File: config.mk
export PLATFORM = sky130hd
export DESIGN_NAME = kernel
export DESIGN_NICKNAME = d
export VERILOG_FILES = /design/src/rtl/kernel.sv
export SDC_FILE = /design/constraint.sdc
export NUM_CORES = 1
export LEC_CHECK = 0
export CORE_ASPECT_RATIO = 1.1
export CORE_MARGIN = 5
export CORE_UTILIZATION = 50
export DETAILED_ROUTE_END_ITERATION = 6
export DONT_BUFFER_PORTS = 1
export GPL_ROUTABILITY_DRIVEN = 0
export PLACE_DENSITY = 0.66
export RECOVER_POWER = 25
export SLEW_MARGIN = 5
export SYNTH_ARGS = -nofsm -noshare
export SYNTH_HDL_FRONTEND = slang
export SYNTH_SLANG_ARGS = --single-unit
export TNS_END_PERCENT = 30
File: constraint.sdc
create_clock -name clk -period 0.8 [get_ports clk]
set_input_delay 0.12 -clock clk [delete_from_list [all_inputs] [get_ports clk]]
set_output_delay 0.12 -clock clk [all_outputs]
set_load 0.005 [all_outputs]
File: src/rtl/kernel.sv
// 3x3 image filter: Gaussian, sharpen, high-boost or identity on an 8-bit window,
// producing a registered 16-bit signed result one cycle after the window is sampled.

module kernel_row (
  input  logic [23:0] row,
  output logic [8:0]  ends,
  output logic [7:0]  mid
);
  // Outer pixels of a row are corners (rows 0/2) or left/right edges (row 1).
  assign ends = {1'b0, row[23:16]} + {1'b0, row[7:0]};
  assign mid  = row[15:8];
endmodule

module kernel (
  input  logic               clk,
  input  logic               rst,
  input  logic [23:0]        cache_in [0:2],
  input  logic [1:0]         ksel,
  output logic signed [15:0] kresult
);
  localparam logic [1:0] KS_GAUSS = 2'b00;
  localparam logic [1:0] KS_SHARP = 2'b01;
  localparam logic [1:0] KS_BOOST = 2'b10;
  localparam logic [1:0] KS_IDENT = 2'b11;

  logic [2:0][8:0] ends;
  logic [2:0][7:0] mid;

  for (genvar r = 0; r < 3; r++) begin : g_row
    kernel_row u_row (
      .row  (cache_in[r]),
      .ends (ends[r]),
      .mid  (mid[r])
    );
  end

  logic [7:0]  c;
  logic [9:0]  xsum;
  logic [9:0]  dsum;
  logic [10:0] nsum;
  logic [11:0] gsum;

  assign c    = mid[1];
  assign xsum = {2'b0, mid[0]} + {2'b0, mid[2]} + {1'b0, ends[1]};
  assign dsum = {1'b0, ends[0]} + {1'b0, ends[2]};
  assign nsum = {1'b0, xsum} + {1'b0, dsum};
  // 4C + 2X + D tops out at 4080, so 12 unsigned bits never wrap.
  assign gsum = {2'b0, c, 2'b0} + {1'b0, xsum, 1'b0} + {2'b0, dsum};

  // 14-bit signed covers -2040..2295 with headroom.
  logic signed [13:0] c_s, x_s, n_s;
  logic signed [13:0] sharp, boost, res;

  assign c_s   = signed'({6'b0, c});
  assign x_s   = signed'({4'b0, xsum});
  assign n_s   = signed'({3'b0, nsum});
  assign sharp = (c_s <<< 2) + c_s - x_s;
  assign boost = (c_s <<< 3) + c_s - n_s;

  always_comb begin
    res = '0;
    case (ksel)
      KS_GAUSS: res = signed'({6'b0, gsum[11:4]});
      KS_SHARP: res = sharp;
      KS_BOOST: res = boost;
      KS_IDENT: res = c_s;
      default:  res = '0;
    endcase
  end

  always_ff @(posedge clk or posedge rst) begin
    if (rst) kresult <= '0;
    else     kresult <= {{2{res[13]}}, res};
  end
endmodule

* Word level (Yosys, flattened, before mapping)
Cells that the tools add are included.
Storage, ports and cells: flip-flop bits (word level) 14, input port bits 76, output and inout bits 16
Operators by class: add/sub/neg operators 13, equal/unequal tests 3, multiplexer cells 1, reduce and logical (&&, ||, !) cells 1
Operators by type and width (number):
- 14-bit case mux with 4 select lines | 1
- 8-bit by 8-bit adder with 9-bit output | 4
- 9-bit by 9-bit adder with 10-bit output | 2
- 12-bit by 11-bit subtractor with 13-bit output | 1
- 10-bit by 11-bit adder with 12-bit output | 1
- 11-bit by 8-bit adder with 12-bit output | 1
- 12-bit by 10-bit adder with 12-bit output | 1
- 11-bit by 10-bit subtractor with 12-bit output | 1
- 10-bit by 10-bit adder with 11-bit output | 1
- 10-bit by 8-bit adder with 11-bit output | 1
- 2-bit == test, second input constant | 2
- 2-bit by 1-bit == test with 1-bit output, second input constant | 1
- 2-bit logical NOT | 1

* Longest topological paths before layout
Gate-level depths: netlist of the first run.
word-level depth 5, gate-level depth with buffers 24

* Modules after synthesis
Synthesis of the first run repeated with hierarchy kept, for this count alone.
Unflattened totals: cell total of the unflattened synthesis 517, area, all modules 4553.1 um2
By module, submodules not included:
- kernel | instances 1, cells each 375, area an instance 3438.3 um2, sequential area each 325.3 um2
- kernel_row (g_row[1].u_row ...) | instances 2, cells each 46, area an instance 365.4 um2, sequential area each 0.0 um2
- kernel_row (g_row[0].u_row) | instances 1, cells each 50, area an instance 384.1 um2, sequential area each 0.0 um2

* Worst setup path after synthesis of the first run
OpenSTA, ideal clock, no wires.
path type input -> register, start point input port cache_in[9] (netlist name), end point register kresult[11], library setup time 0.140 ns, data arrival time 4.796 ns, data required time 0.660 ns, path slack -4.135 ns, cell stages on the path 22, cell sequence inv_1 > fa_1 > inv_1 > fa_1 > ha_1 > fa_1 > a21o_1 > a21oi_1 > o21bai_1 > a21oi_1 > xor2_1 > fa_1 > inv_1 > fa_1 > inv_1 > ha_1 > o21a_1 > o21ai_0 > o21ai_0 > a31oi_1 > xnor2_1 > o21ai_1
On the way: word-level cells in the longest chain between the ends 5, elaborated cells on any way between the ends 6
RTL lines:
- from (decl) | RTL line 17 | input logic [23:0] cache_in [0:2],
- 8-bit by 8-bit adder with 9-bit output (*) | RTL line 44 | assign xsum = {2'b0, mid[0]} + {2'b0, mid[2]} + {1'b0, ends[1]};
- 9-bit by 9-bit adder with 10-bit output (*) | RTL line 44
- 10-bit by 10-bit adder with 11-bit output | RTL line 46 | assign nsum = {1'b0, xsum} + {1'b0, dsum};
- 12-bit by 11-bit subtractor with 13-bit output | RTL line 58 | assign boost = (c_s <<< 3) + c_s - n_s;
- 14-bit case mux with 4 select lines (*) | RTL line 62 | case (ksel)
- via res[11] | RTL line 52 | logic signed [13:0] sharp, boost, res;
- to (signal assigned) | RTL line 73 | else kresult <= {{2{res[13]}}, res};
- to (decl) | RTL line 19 | output logic signed [15:0] kresult
The timed path passes the listed nets; every way through them passes the cells marked *.

* Worst setup path after layout of the first run
start point input port cache_in[9] (netlist name), end point register kresult[12]
Same word-level chain as after synthesis.

==> results of run 1 <==
repair_timing:
| item | 4_1_cts | 5_1_grt |
|---|---|---|
| gates resized for setup | 25 | 11 |
| hold endpoints to repair | 13 | 1 |
| buffers inserted | 3 | 0 |
| endpoints found under the setup margin | 17 | 18 |
| pin swaps | 14 | 7 |
| hold buffers | 1 | 1 |
through the flow:
| step | hold slack (ps) | TNS (ps) | util (%) | setup WS [ps] | instance area (um2) |
|---|---|---|---|---|---|
| 3_5_place_dp | -106 | -50580 | 61.6 | -4170 | 4900 |
| 3_3_place_gp | -111 | -49800 | 61.6 | -4060 | 4900 |
| 6_report | 61.4 | -46220 | 64.5 | -3810 | 5130 |
| 5_1_grt | 48.8 | -48760 | 64.5 | -4040 | 5130 |
| 4_1_cts | 2.07 | -46550 | 63.6 | -3790 | 5060 |
| 2_1_floorplan | -3.04 | -46060 | - | -3920 | 4190 |
cell type report:
class                   instances  area [um2]
clock buffers                   3        41.3
clock inverters                 1        5.00
fillers                       659        2820
inverters                     138         533
multi-input cells             298        3410
flip-flops and latches         13         327
well taps                     108         135
repair buffers                 89         682
layout by cell type, fill, tap and decap left out, drive strengths merged, types with 4 or more instances in the layout:
cell type,synthesis,routed
o21a,8,8
a31oi,4,4
xor2,13,13
o21ai,15,15
fa,63,63
mux4,4,4
nor2,18,18
a21o,11,11
inv,138,138
clkbuf,3,4
nand2,14,14
nor3,9,9
dfrtp,13,13
ha,55,55
nor2b,4,4
buf,3,86
a21oi,15,15
xnor2,15,15
Yosys cell counts (2+ instances only):
master / n / area (um2)
a211o_1: 2 / 17.5
a21o_1: 11 / 82.6
a21oi_1: 14 / 70.1
a31oi_1: 4 / 25.0
buf_4: 3 / 22.5
clkbuf_8: 2 / 27.5
dfrtp_1: 13 / 325
fa_1: 63 / 1260
ha_1: 55 / 688
inv_1: 138 / 518
mux2i_1: 2 / 20.0
mux4_2: 4 / 90.1
nand2_1: 14 / 52.6
nand2b_1: 3 / 18.8
nand3b_1: 2 / 15.0
nand4b_1: 2 / 17.5
nor2_1: 18 / 67.6
nor2b_1: 4 / 25.0
nor3_1: 9 / 45.0
nor3b_1: 3 / 22.5
nor4_1: 2 / 12.5
nor4b_1: 2 / 17.5
o211ai_1: 3 / 22.5
o21a_1: 8 / 60.1
o21ai_0: 14 / 70.1
o21bai_1: 3 / 22.5
o22ai_1: 3 / 18.8
o311ai_0: 2 / 17.5
o31a_1: 3 / 26.3
o41ai_1: 2 / 17.5
or2_2: 2 / 12.5
or3_1: 2 / 12.5
xnor2_1: 15 / 131
xor2_1: 13 / 114
per-layer routing:
metal / track usage (%) / vias up / wire length, um
met3: 2.95 / 11 / 393
met1: 21.5 / 1648 / 3520
met2: 35.7 / 64 / 5370
li1: - / 1614 / -
met5: 0 / - / 0
met4: 3.21 / 0 / 130
final timing paths:
kind | start | to | slack (ps) | cells after the start
worst max-delay path | cache_in[9] | kresult[12] | -3810 | 21
worst min-delay path | ksel[0] | kresult[1] | 60 | 1
max in group asynchronous | rst | kresult[12] | 110 | 3
min in group asynchronous | rst | kresult[2] | 180 | 2
cells by family (layout without fill, tap and decap cells):
kind of cell / Yosys count / in the layout
buffers and inverters: 144 / 231
adder cells (fa/ha/maj): 118 / 118
AO/OA/AOI/OAI: 79 / 79
AND/OR/NAND/NOR: 67 / 67
XOR/XNOR: 28 / 28
flip-flops: 13 / 13
multiplexers: 6 / 6
worst max-delay path, cell delays in order:
cell,delay [ps]
inv_8,10
fa_1,530
inv_1,50
fa_1,450
ha_2,200
fa_2,350
a21o_1,210
a21oi_2,190
o21bai_1,110
a21oi_2,200
xor2_2,110
fa_1,550
inv_1,50
fa_1,490
inv_2,50
ha_4,290
o2111ai_2,130
nand4b_1,150
o311ai_2,140
nor3b_1,210
o31ai_1,110
==> flow_metrics.env, run 1 <==
export IMPL_path_clk_slew_ps=60
export IMPL_drc=0
export IMPL_outcome="complete, but fails checks"
export IMPL_violations="setup timing"
export IMPL_synth_cell_type_count=49
export IMPL_rsz0062_at_grt="yes"
export IMPL_hold_class="input port to register"
export IMPL_crit_required_ps=930
export IMPL_ioPinCount=92
export IMPL_seq_area_frac_synth_pct=7.92
export IMPL_synthMuxAreaShare_pct=2.68
export IMPL_instances_no_fill=650
export IMPL_largest_register_ffs=13
export IMPL_syn2layout_area_growth_pct=25.0
export IMPL_grt_max_degree=22
export IMPL_cts_htree_levels=1
export IMPL_clockBufferDepth=2
export IMPL_drt_iter0_markers=100
export IMPL_drv_slew=0
export IMPL_crit_path_start_kind="input port"
export IMPL_initial_core_util_pct=51.7
export IMPL_post_drt_wl_per_cell_um=14.5
export IMPL_syn_nets=649
export IMPL_synth_compound_gate_area_share_pct=13.5
export IMPL_io_buffers=0
export IMPL_yosysWarnings=0
export IMPL_avgSynthCellArea_um2=9.03
export IMPL_yosys_area_share_xor_xnor_pct=5.97
export IMPL_ys_flop_type="dfrtp_1"
export IMPL_layout_nets=737
export IMPL_synthAdderAreaFrac_pct=47.4
export IMPL_die_w_um=96.4
export IMPL_dp_cells=641
export IMPL_tightest_slew_ps=351
export IMPL_synth_edf_count=0
export IMPL_netlist_instances=455
export IMPL_layout_drive_gt1_share_pct=25.8
export IMPL_max_cap_violations=0
export IMPL_timing_final_ws_setup_ps=-3810
export IMPL_die_area_um2=10100
export IMPL_reg_top3="kresult: 13 flops"
export IMPL_dp_final_hpwl_mm=8.39
export IMPL_cts_sinks=13
export IMPL_slew_headroom_pct=76.3
export IMPL_top_register="kresult"
export IMPL_vias=3337
export IMPL_fmax_mhz=217
export IMPL_synth_area_um2=4110
export IMPL_path_class="input port to register"
export IMPL_worstPathMaxFanout=7
export IMPL_root_buffer="clkbuf_8"
export IMPL_synth_async_sr_flop_share_pct=100
export IMPL_ant_nets=0
export IMPL_synth_top_family_by_area="adder cells"
export IMPL_setup_viol=17
export IMPL_grt_pass1_vias=3545
export IMPL_final_hold_violation_count=0
export IMPL_cts_buffers=3
export IMPL_synthSimpleGateAreaFrac_pct=8.59
export IMPL_min_period_ps=4610
export IMPL_first_pass_iters=4
export IMPL_core_area_um2=7960
export IMPL_fin_crit_sh_pct=576
export IMPL_track_usage_pct=18.6
export IMPL_n_antenna_cell=0
export IMPL_cp_arrival_ps=4740
export IMPL_grt_pass1_wl_mm=15.2
export IMPL_antenna_found_initial=0
export IMPL_synth_seq_cells=13
export IMPL_grt_overflow=0
export IMPL_wirelength_mm=9.42
export IMPL_endpoint_kind="register"
export IMPL_via_per_inst=5.13
export IMPL_cts_tree="done"
export IMPL_die_h_um=105
export IMPL_std_cell_rows=34
Power of run 1 is not shown: default switching activity piles up to over one toggle a cycle in this logic, so the estimate is an artifact.
==> run 2, diff against run 1 <==
--- a/config.mk
+++ b/config.mk
@@ -7,11 +7,11 @@
 export LEC_CHECK = 0
 export CORE_ASPECT_RATIO = 1.1
 export CORE_MARGIN = 5
-export CORE_UTILIZATION = 50
+export CORE_UTILIZATION = 60
 export DETAILED_ROUTE_END_ITERATION = 6
 export DONT_BUFFER_PORTS = 1
 export GPL_ROUTABILITY_DRIVEN = 0
-export PLACE_DENSITY = 0.66
+export PLACE_DENSITY = 0.77
 export RECOVER_POWER = 25
 export SLEW_MARGIN = 5
 export SYNTH_ARGS = -nofsm -noshare
==> run 2 against run 1 <==
Routed wire length rose by 6.2%. Non-clock buffer count rose by 4. Fmax fell by 1.1%. Global-route usage rose by 4.9 points. Final cell count fell by 3.4%. Critical path type unchanged. The run still ends with setup timing left. Setup slack got worse by 51 ps. Worst hold slack improved by 4.8 ps. Via count rose by 4.3%. Cell area rose by 0.83%. Highest routed layer unchanged.
==> flow_metrics.env, run 2 (synthesis gave the netlist of run 1 again) <==
export IMPL_slowest_delay_ps=540
export IMPL_reg_top3="kresult: 13 flops"
export IMPL_die_w_um=88.9
export IMPL_worstPathMaxFanout=2
export IMPL_grtUsageMet2_pct=43.9
export IMPL_layout_common_cells="inv_1, buf_4, fa_1"
export IMPL_first_pass_iters=6
export IMPL_max_cap_violations=0
export IMPL_grt_overflow=0
export IMPL_rsz0062_at_grt="yes"
export IMPL_tightest_slew_ps=429
export IMPL_dp_final_hpwl_mm=8.40
export IMPL_fin_crit_sh_pct=583
export IMPL_wirelength_mm=10.0
export IMPL_die_h_um=96.8
export IMPL_layout_commonest_cell="inv_1"
export IMPL_drc=0
export IMPL_crit_path_top_delay_cell="fa_1"
export IMPL_place_ws_ps=-4200
export IMPL_ant_nets=0
export IMPL_cts_buffers=3
export IMPL_cts_sinks=13
export IMPL_top_register="kresult"
export IMPL_die_area_um2=8600
export IMPL_drv_slew=0
export IMPL_min_period_ps=4660
export IMPL_fmax_mhz=215
export IMPL_setup_viol=17
export IMPL_grt_util_met1_pct=26.5
export IMPL_hold_slack_ps=66.1
export IMPL_multi_input_area_um2=3460
export IMPL_std_cell_rows=31
export IMPL_syn2layout_area_growth_pct=26.0
export IMPL_instances_no_fill=628
export IMPL_crit_required_ps=920
export IMPL_top_usage_layer="met2"
export IMPL_final_hold_violation_count=0
export IMPL_crit_path_start_kind="input port"
export IMPL_root_buffer="clkbuf_8"
export IMPL_layout_nets=741
export IMPL_core_area_um2=6630
export IMPL_grt_pass1_wl_mm=16.2
export IMPL_path_class="input port to register"
export IMPL_post_drt_wl_per_cell_um=15.9
export IMPL_outcome="complete, but fails checks"
export IMPL_initial_core_util_pct=62.0
export IMPL_cp_arrival_ps=4780
export IMPL_vias=3482
export IMPL_dp_cells=612
export IMPL_slew_headroom_pct=71.1
export IMPL_path_clk_slew_ps=60
export IMPL_worst_path_most_repeated_cell="fa_1"
export IMPL_finalSetupTns_ps=-47260
export IMPL_n_antenna_cell=0
export IMPL_seqCellArea_um2=327
export IMPL_grt_max_degree=22
export IMPL_grt_pass1_vias=3750
export IMPL_io_buffers=0
export IMPL_timing_final_ws_setup_ps=-3860
export IMPL_layout_drive_gt1_share_pct=27.7
export IMPL_largest_register_ffs=13
export IMPL_ioPinCount=92
export IMPL_hold_class="input port to register"
export IMPL_track_usage_pct=23.5
export IMPL_path_cells="inv_8, fa_1, inv_2, fa_1, ha_2, inv_2, fa_2, buf_6, xor2_2, fa_1, inv_1, fa_1, inv_2, ha_4, a211o_1, a2111oi_4, buf_4, o21bai_1, xnor2_2, o22ai_1"
export IMPL_drt_iter0_markers=120
export IMPL_grt_use_met3_pct=3.23
export IMPL_fill_cells=418
export IMPL_endpoint_kind="register"
export IMPL_cts_htree_levels=1
export IMPL_clockBufferDepth=2
export IMPL_cts_tree="done"
export IMPL_antenna_found_initial=0
export IMPL_violations="setup timing"
export IMPL_via_per_inst=5.54
==> run 2: repair_timing <==
item,in CTS,in global routing
endpoints found under the hold margin,13,1
gates resized for setup,29,18
setup buffers,6,4
endpoints found under the setup margin,17,17
hold buffers,1,1
pin swaps,25,23
==> run 2: cell type report <==
type / instances / share of cell area [%]
Inverter: 138 / 10.3
Timing Repair Buffer: 93 / 13.7
Sequential cell: 13 / 6.31
Clock buffer: 3 / 0.797
Clock inverter: 1 / 0.0967
Multi-Input combinational cell: 298 / 66.8
Tap cell: 82 / 1.98
==> run 2: worst max-delay path, delay by kind of cell <==
kind | cells | cell delay [ps]
xor+xnor | 2 | 400
compound gates | 4 | 940
buf+inv | 7 | 490
fa+ha+maj | 7 | 2830
==> run 2: final timing paths <==
path / depth (start not counted) / end / slack (ps) / from
worst min-delay path: 1 / kresult[3] / 70 / ksel[1]
min in group asynchronous: 2 / kresult[2] / 180 / rst
worst max-delay path: 20 / kresult[9] / -3860 / cache_in[1]
max in group asynchronous: 3 / kresult[12] / 130 / rst
==> run 2: per-layer routing <==
layer / wire length, um / part of all wire, %
met4: 355 / 3.6
met3: 480 / 4.8
met5: 0 / 0
met1: 3590 / 36
met2: 5580 / 56
==> run 2: through the flow <==
step                      instance area [um2]  util, %
after floorplan                          4190        -
after global placement                   4850     73.1
after detailed placement                 4850     73.1
after CTS                                5060     76.3
after global routing                     5180     78.1
final                                    5180     78.1
Power of run 2 is left out for the same reason.
